### src/rtl/orpsoc_rst_seq_pkg.sv
// Shared types and helpers for the orpsoc reset sequencer.
package orpsoc_rst_seq_pkg;

  typedef enum logic [1:0] {
    StHold,
    StWait,
    StRun,
    StFault
  } seq_state_e;

  // Width of a domain index; never narrower than one bit.
  function automatic int unsigned idx_width(input int unsigned num_ch);
    return (num_ch > 1) ? $clog2(num_ch) : 1;
  endfunction

endpackage

### src/rtl/orpsoc_rst_seq.sv
// Releases NUM_CH reset domains in index order, each after a fixed step or its ready ack.
// Define ORPSOC_RST_SEQ_WDOG_EN to add the ready-timeout watchdog and FAULT state.
module orpsoc_rst_seq
  import orpsoc_rst_seq_pkg::*;
#(
  parameter int unsigned       NUM_CH      = 4,
  parameter int unsigned       CNT_W       = 16,
  parameter int unsigned       HOLD_CYCLES = 5,
  parameter int unsigned       STEP_CYCLES = 8,
  parameter logic [NUM_CH-1:0] ACK_MASK    = '0,
  parameter int unsigned       ACK_TIMEOUT = 1024,
  localparam int unsigned      IdxW        = idx_width(NUM_CH)
) (
  input  logic              wb_clk_i,
  input  logic              wb_rst_n_i,
  input  logic              soft_rst_i,
  input  logic [NUM_CH-1:0] ch_ack_i,
  output logic [NUM_CH-1:0] ch_rst_o,
  output logic              seq_done_o,
  output logic              fault_o,
  output logic [IdxW-1:0]   fault_ch_o
);

  seq_state_e        state_q, state_d;
  logic [CNT_W-1:0]  cnt_q, cnt_d;
  logic [IdxW-1:0]   idx_q, idx_d, idx_next;
  logic [NUM_CH-1:0] ch_rst_q, ch_rst_d;
  logic              done_q, done_d;
  logic              step_done;
  logic              ack_expired;

  assign idx_next    = idx_q + IdxW'(1);
  assign ack_expired = (cnt_q == CNT_W'(ACK_TIMEOUT - 1));

  always_comb begin
    state_d   = state_q;
    cnt_d     = cnt_q;
    idx_d     = idx_q;
    ch_rst_d  = ch_rst_q;
    done_d    = done_q;
    step_done = 1'b0;

    if (soft_rst_i) begin
      state_d  = StHold;
      cnt_d    = '0;
      idx_d    = '0;
      ch_rst_d = '1;
      done_d   = 1'b0;
    end else begin
      case (state_q)
        StHold: begin
          if (cnt_q == CNT_W'(HOLD_CYCLES - 1)) begin
            ch_rst_d[0] = 1'b0;
            cnt_d       = '0;
            state_d     = StWait;
          end else begin
            cnt_d = cnt_q + CNT_W'(1);
          end
        end

        StWait: begin
          if (ACK_MASK[idx_q]) begin
            step_done = ch_ack_i[idx_q];
          end else begin
            step_done = (cnt_q == CNT_W'(STEP_CYCLES - 1));
          end

          // An ack arriving on the timeout cycle still wins.
          if (step_done) begin
            cnt_d = '0;
            if (idx_q == IdxW'(NUM_CH - 1)) begin
              state_d = StRun;
              done_d  = 1'b1;
            end else begin
              idx_d              = idx_next;
              ch_rst_d[idx_next] = 1'b0;
            end
          end else if (ACK_MASK[idx_q] && ack_expired) begin
`ifdef ORPSOC_RST_SEQ_WDOG_EN
            state_d = StFault;
`endif
            // Without the watchdog the timer parks here and the domain waits forever.
          end else begin
            cnt_d = cnt_q + CNT_W'(1);
          end
        end

        default: ;
      endcase
    end
  end

  always_ff @(posedge wb_clk_i) begin
    if (!wb_rst_n_i) begin
      state_q  <= StHold;
      cnt_q    <= '0;
      idx_q    <= '0;
      ch_rst_q <= '1;
      done_q   <= 1'b0;
    end else begin
      state_q  <= state_d;
      cnt_q    <= cnt_d;
      idx_q    <= idx_d;
      ch_rst_q <= ch_rst_d;
      done_q   <= done_d;
    end
  end

  assign ch_rst_o   = ch_rst_q;
  assign seq_done_o = done_q;

`ifdef ORPSOC_RST_SEQ_WDOG_EN
  logic            fault_q;
  logic [IdxW-1:0] fault_ch_q;

  // Survives soft_rst_i so software can read the cause after restarting.
  always_ff @(posedge wb_clk_i) begin
    if (!wb_rst_n_i) begin
      fault_q    <= 1'b0;
      fault_ch_q <= '0;
    end else if (state_q == StWait && state_d == StFault) begin
      fault_q    <= 1'b1;
      fault_ch_q <= idx_q;
    end
  end

  assign fault_o    = fault_q;
  assign fault_ch_o = fault_ch_q;
`else
  assign fault_o    = 1'b0;
  assign fault_ch_o = '0;
`endif

endmodule

### config.mk
export PLATFORM = sky130hd
export DESIGN_NAME = orpsoc_rst_seq
export DESIGN_NICKNAME = d
export VERILOG_FILES = /design/src/rtl/orpsoc_rst_seq_pkg.sv /design/src/rtl/orpsoc_rst_seq.sv
export SDC_FILE = /design/constraint.sdc
export NUM_CORES = 1
export LEC_CHECK = 0
export CORE_MARGIN = 2
export CORE_UTILIZATION = 55
export DETAILED_ROUTE_END_ITERATION = 6
export PLACE_DENSITY = 0.89
export SYNTH_ARGS = -nofsm -noshare
export SYNTH_HDL_FRONTEND = slang
export SYNTH_SLANG_ARGS = --single-unit
### constraint.sdc
create_clock -name wb_clk_i -period 1.7 [get_ports wb_clk_i]
set_input_delay 0.51 -clock wb_clk_i [delete_from_list [all_inputs] [get_ports wb_clk_i]]
set_output_delay 0.51 -clock wb_clk_i [all_outputs]
set_load 0.1 [all_outputs]
Word level (Yosys, flattened, before mapping) --
Cells that the tools add are included.
Cells by class: magnitude comparators 3, div/mod/pow operators 0, add/subtract/negate cells 2, bitwise operators 4, reduce and logical (&&, ||, !) cells 10, multipliers 0, equality and inequality tests 10, shifts and indexed selects 0, multiplexer cells 21
Operator list (number):
- $mux W16 | 3
- $eq A16 B3 Y1 const B | 2
- $pmux W16 S2 | 1
- $add A16 B1 Y16 const B | 1
- $eq A16 B10 Y1 const B | 1
- $mux W1 | 9
- $reduce_and A4 Y1 | 2
- $lt A2 B3 Y1 const B | 2
- $mux W2 | 3
- $ne A2 B2 Y1 const B | 3
- $reduce_and A3 Y1 | 2
- $and A4 B4 Y4 | 1
- $bmux W1 S2 | 2
- $not A4 Y4 | 1
- $pmux W2 S2 | 1
- $ne A3 B2 Y1 const B | 1
- $add A2 B1 Y2 const B | 1
- $demux W1 S2 | 1
- $eq A2 B1 Y1 const B | 1
- $eq A2 B2 Y1 const B | 1
- $ge A2 B1 Y1 const B | 1
- $logic_and A1 B1 Y1 | 2
- $logic_not A2 Y1 | 1
- $ne A2 B1 Y1 const B | 1
- 5 further kinds | 6
Storage, ports and cells: register bits after elaboration 25, bits in read-only memories 0, output and inout bits 8, input port bits 7, bits in writable memories 0, memories kept 0, logic and storage cells 56, bits in latches 0

Depth between registers and ports, before layout --
depth after elaboration 10, mapped depth 6, mapped depth without buffers 5

Worst setup path after synthesis --
Ideal clock, no wire load.
kind register to register, from register cnt_q[0], to register idx_q[0], period minus slack after synthesis 1601 ps, slack 99 ps, arrival time 1529 ps, library setup time 72 ps, buffers on the path 0, data required time 1628 ps, cell stages (with the launch flop) 6, cells stage by stage dfxtp_1 > ha_1 > nand2_1 > or2_2 > nor4b_4 > mux2i_1
Between the ends: longest elaborated chain between the ends 5
Ends and longest elaborated chain:
- from (decl) | line orpsoc_rst_seq.sv:25 | logic [CNT_W-1:0] cnt_q, cnt_d;
- from (signal assigned) | line orpsoc_rst_seq.sv:102 | cnt_q <= cnt_d;
- $eq A16 B3 Y1 | line orpsoc_rst_seq.sv:65 | step_done = (cnt_q == CNT_W'(STEP_CYCLES - 1));
- $mux W1 | line orpsoc_rst_seq.sv:62 | if (ACK_MASK[idx_q]) begin
- $mux W1 | line orpsoc_rst_seq.sv:50 | case (state_q)
- $mux W1 | line orpsoc_rst_seq.sv:43 | if (soft_rst_i) begin
- $reduce_and A3 Y1 (no line)
- to (signal assigned) | line orpsoc_rst_seq.sv:103 | idx_q <= idx_d;
- to (decl) | line orpsoc_rst_seq.sv:26 | logic [IdxW-1:0] idx_q, idx_d, idx_next;
Every way passes these cells. The select of a mux whose other input is x is not followed. A chain may end at the register's enable or synchronous reset.

Worst setup path in the final report --
from register cnt_q[12], to register idx_q[0]
Same word-level chain as after synthesis.

==> reports/metrics.csv <==
metric,value,unit
drive_gt1_frac,0.241,
start_util,0.597,
max_freq,593,MHz
path_class,reg -> reg,
yosys.area_share.adder,0.0651,
hold_end,idx_q[1],
clk_pin_slew,0.15,ns
endpoint_kind,flip-flop,
drt-wirelength-per-cell,14.3,µm
synth-xor-area-share,0.0781,
grt_pass1_wl,4.72,mm
cts_tree,built,
clockBufferDepth,2,
ys_types,37,
layout_commonest_cell,dfxtp_1,
worst_r2r_endpoint,idx_q[0],
numPortBuffers,7,
area_growth,23.5,%
die-area,2860,µm²
clock-sinks,25,
syn_inst,149,
first_pass_iters,4,
min_from,idx_q[1],
netlist.area_leader.share,0.372,
yosysTopAreaCell,dfxtp_1,
power.leakage,0.658,nW
ff2ff_setup_slack,0.01,ns
yosys_register_bits,25,
cts_hold_buf,0,
drt-initial-drc-count,28,
rows,17,
syn_area_per_cell,9.03,µm²
routed_wl,2.89,mm
grt_use_total,0.231,
synth-compound-area-share,0.0763,
dieHeight,53.5,µm
viasPerCell,5.57,
synth_edf_count,0,
async_flop_share,0,
fp.dieW,53.5,µm
synthMuxAreaShare,0.0223,
power,0.000947,W
gr-max-usage-layer,met2,
cts_buffers,3,
syn_area,1350,µm²
peakVddDrop,0.464,mV
worstPathRequired,1.98,ns
grt_pass1_vias,1085,
synthTopCellsByArea,"dfxtp_1, ha_1, xnor2_1",
timing.rr.start,cnt_q[12],
arrival,1.97,ns
period_minus_slack,1.69,ns
setup_viol,0,
ioPinCount,15,
post-dp-hpwl,2.10,mm
ys_seq_area_frac,0.372,
grtUsageMet3,0.0678,
hold_depth,2,
vias,1126,
grt-ovfl-total,0,
power.density,570,nW/µm²
mostFrequentLayoutCells,"dfxtp_1, nor2_1, buf_4",
routabilityCongestion,0.878,
antenna_found_initial,0,
antennaDiodeCount,0,
skew,0.00912,ns
clock_latency,0.34,ns
fillerInstances,153,
synth_top_family_by_area,simple AND/OR/NAND/NOR gates,
finalCritPeriodShare,0.992,
cts-root-buf,clkbuf_4,
use_met2,0.414,
cts_max_level,1,
drv_cap,0,
hold_violations,0,
outcome,"finished, final reports clean",
synth_warnings,0,
use_met1,0.252,
min_path_type,reg -> reg,
fin_nets,189,
drcViolationCount,0,
cp-start-kind,flip-flop,
timing.hold.ws,0.540,ns
synthSimpleGateAreaFrac,0.321,
path_max_fanout,5,
drtAntennaViolNets,0,
final_max_slew_viol_count,0,
grt_max_degree,16,
rr_worst_depth,6,
core_area,2250,µm²
ys.flop_type,dfxtp_1,
[logic make-up (layout without fill, tap and decap cells)]
| group | count (synthesis) | after routing |
|---|---|---|
| simple gates | 66 | 66 |
| xor+xnor | 12 | 12 |
| other cells | 1 | 3 |
| mux | 3 | 3 |
| buf+inv | 18 | 41 |
| flops | 25 | 25 |
| fa+ha+maj | 7 | 7 |
| compound gates | 17 | 17 |
[cell type report]
cell class | instances | area, µm² | area share
multi-input cells | 108 | 790 | 0.475
flip-flops and latches | 25 | 503 | 0.303
repair buffers | 26 | 263 | 0.158
inverters | 11 | 41.3 | 0.0248
well taps | 28 | 35.0 | 0.0211
clock buffers | 3 | 22.5 | 0.0136
clock inverters | 1 | 7.51 | 0.00452
[critical path: stages (launching register included)]
cell and delay, ns:
dfxtp_1 0.38, nor4_4 0.38, buf_4 0.18, nand4_2 0.11, nor4b_4 0.23, buf_4 0.18
mux2i_1 0.18
[cells in the mapped netlist (2+ instances only)]
library cell	instances
nor2b_1	2
inv_1	11
o21ai_0	6
nand2_1	9
o21a_1	2
dfxtp_1	25
nor4_1	2
clkbuf_1	2
ha_1	7
nor3_1	6
nand4_1	4
xnor2_1	9
buf_4	4
nor2_1	20
a31oi_1	3
nand4_2	2
nor3b_1	2
a21oi_1	2
mux2i_1	3
nand3_1	5
nor4_4	3
nand3b_1	2
nor4b_1	2
xor2_1	3
[stage by stage]
stage,instance area (µm²),TNS [ns],setup slack (ns),cells,util
finish,1660,0,0.0132,202,0.737
CTS,1620,0,0.0193,198,0.716
floorplan,1350,0,0.0993,151,-
global route,1660,-0.273,-0.0481,202,0.737
global placement,1580,0,0.0146,194,0.700
detailed placement,1580,-0.935,-0.0754,194,0.700
[worst max path at each step]
stage	from	end	slack, ns
after floorplan	cnt_q[0]	idx_q[0]	0.1
after global placement	cnt_q[10]	cnt_q[13]	0.01
after detailed placement	wb_rst_n_i	cnt_q[14]	-0.08
after CTS	cnt_q[10]	ch_rst_o[0]	0.02
after global routing	cnt_q[3]	state_q[0]	-0.05
final	cnt_q[12]	idx_q[0]	0.01
[routing by layer]
metal,share of wire,wire [µm]
met5,0,0
met4,0.029,84
met3,0.041,119
met2,0.51,1480
met1,0.42,1210
[registers in the layout, indices dropped and copies added, names as in the netlist]
register	cells
state_q	2
seq_done_o	1
cnt_q	16
idx_q	2
ch_rst_o	4
[power breakdown]
| group | total (W) | switching [W] | internal [W] | leakage, nW |
|---|---|---|---|---|
| registers | 0.000590 | 0.00000126 | 0.000589 | 0.203 |
| logic | 0.0000746 | 0.0000547 | 0.0000199 | 0.441 |
| clock network | 0.000282 | 0.000192 | 0.0000904 | 0.0139 |
[repair_timing]
action                                  4_1_cts  5_1_grt
endpoints found under the setup margin       12       16
resized for setup                             1        5
buffers inserted                              0        4
pin swaps                                     0        4
Power figures use the tool's default switching activity.
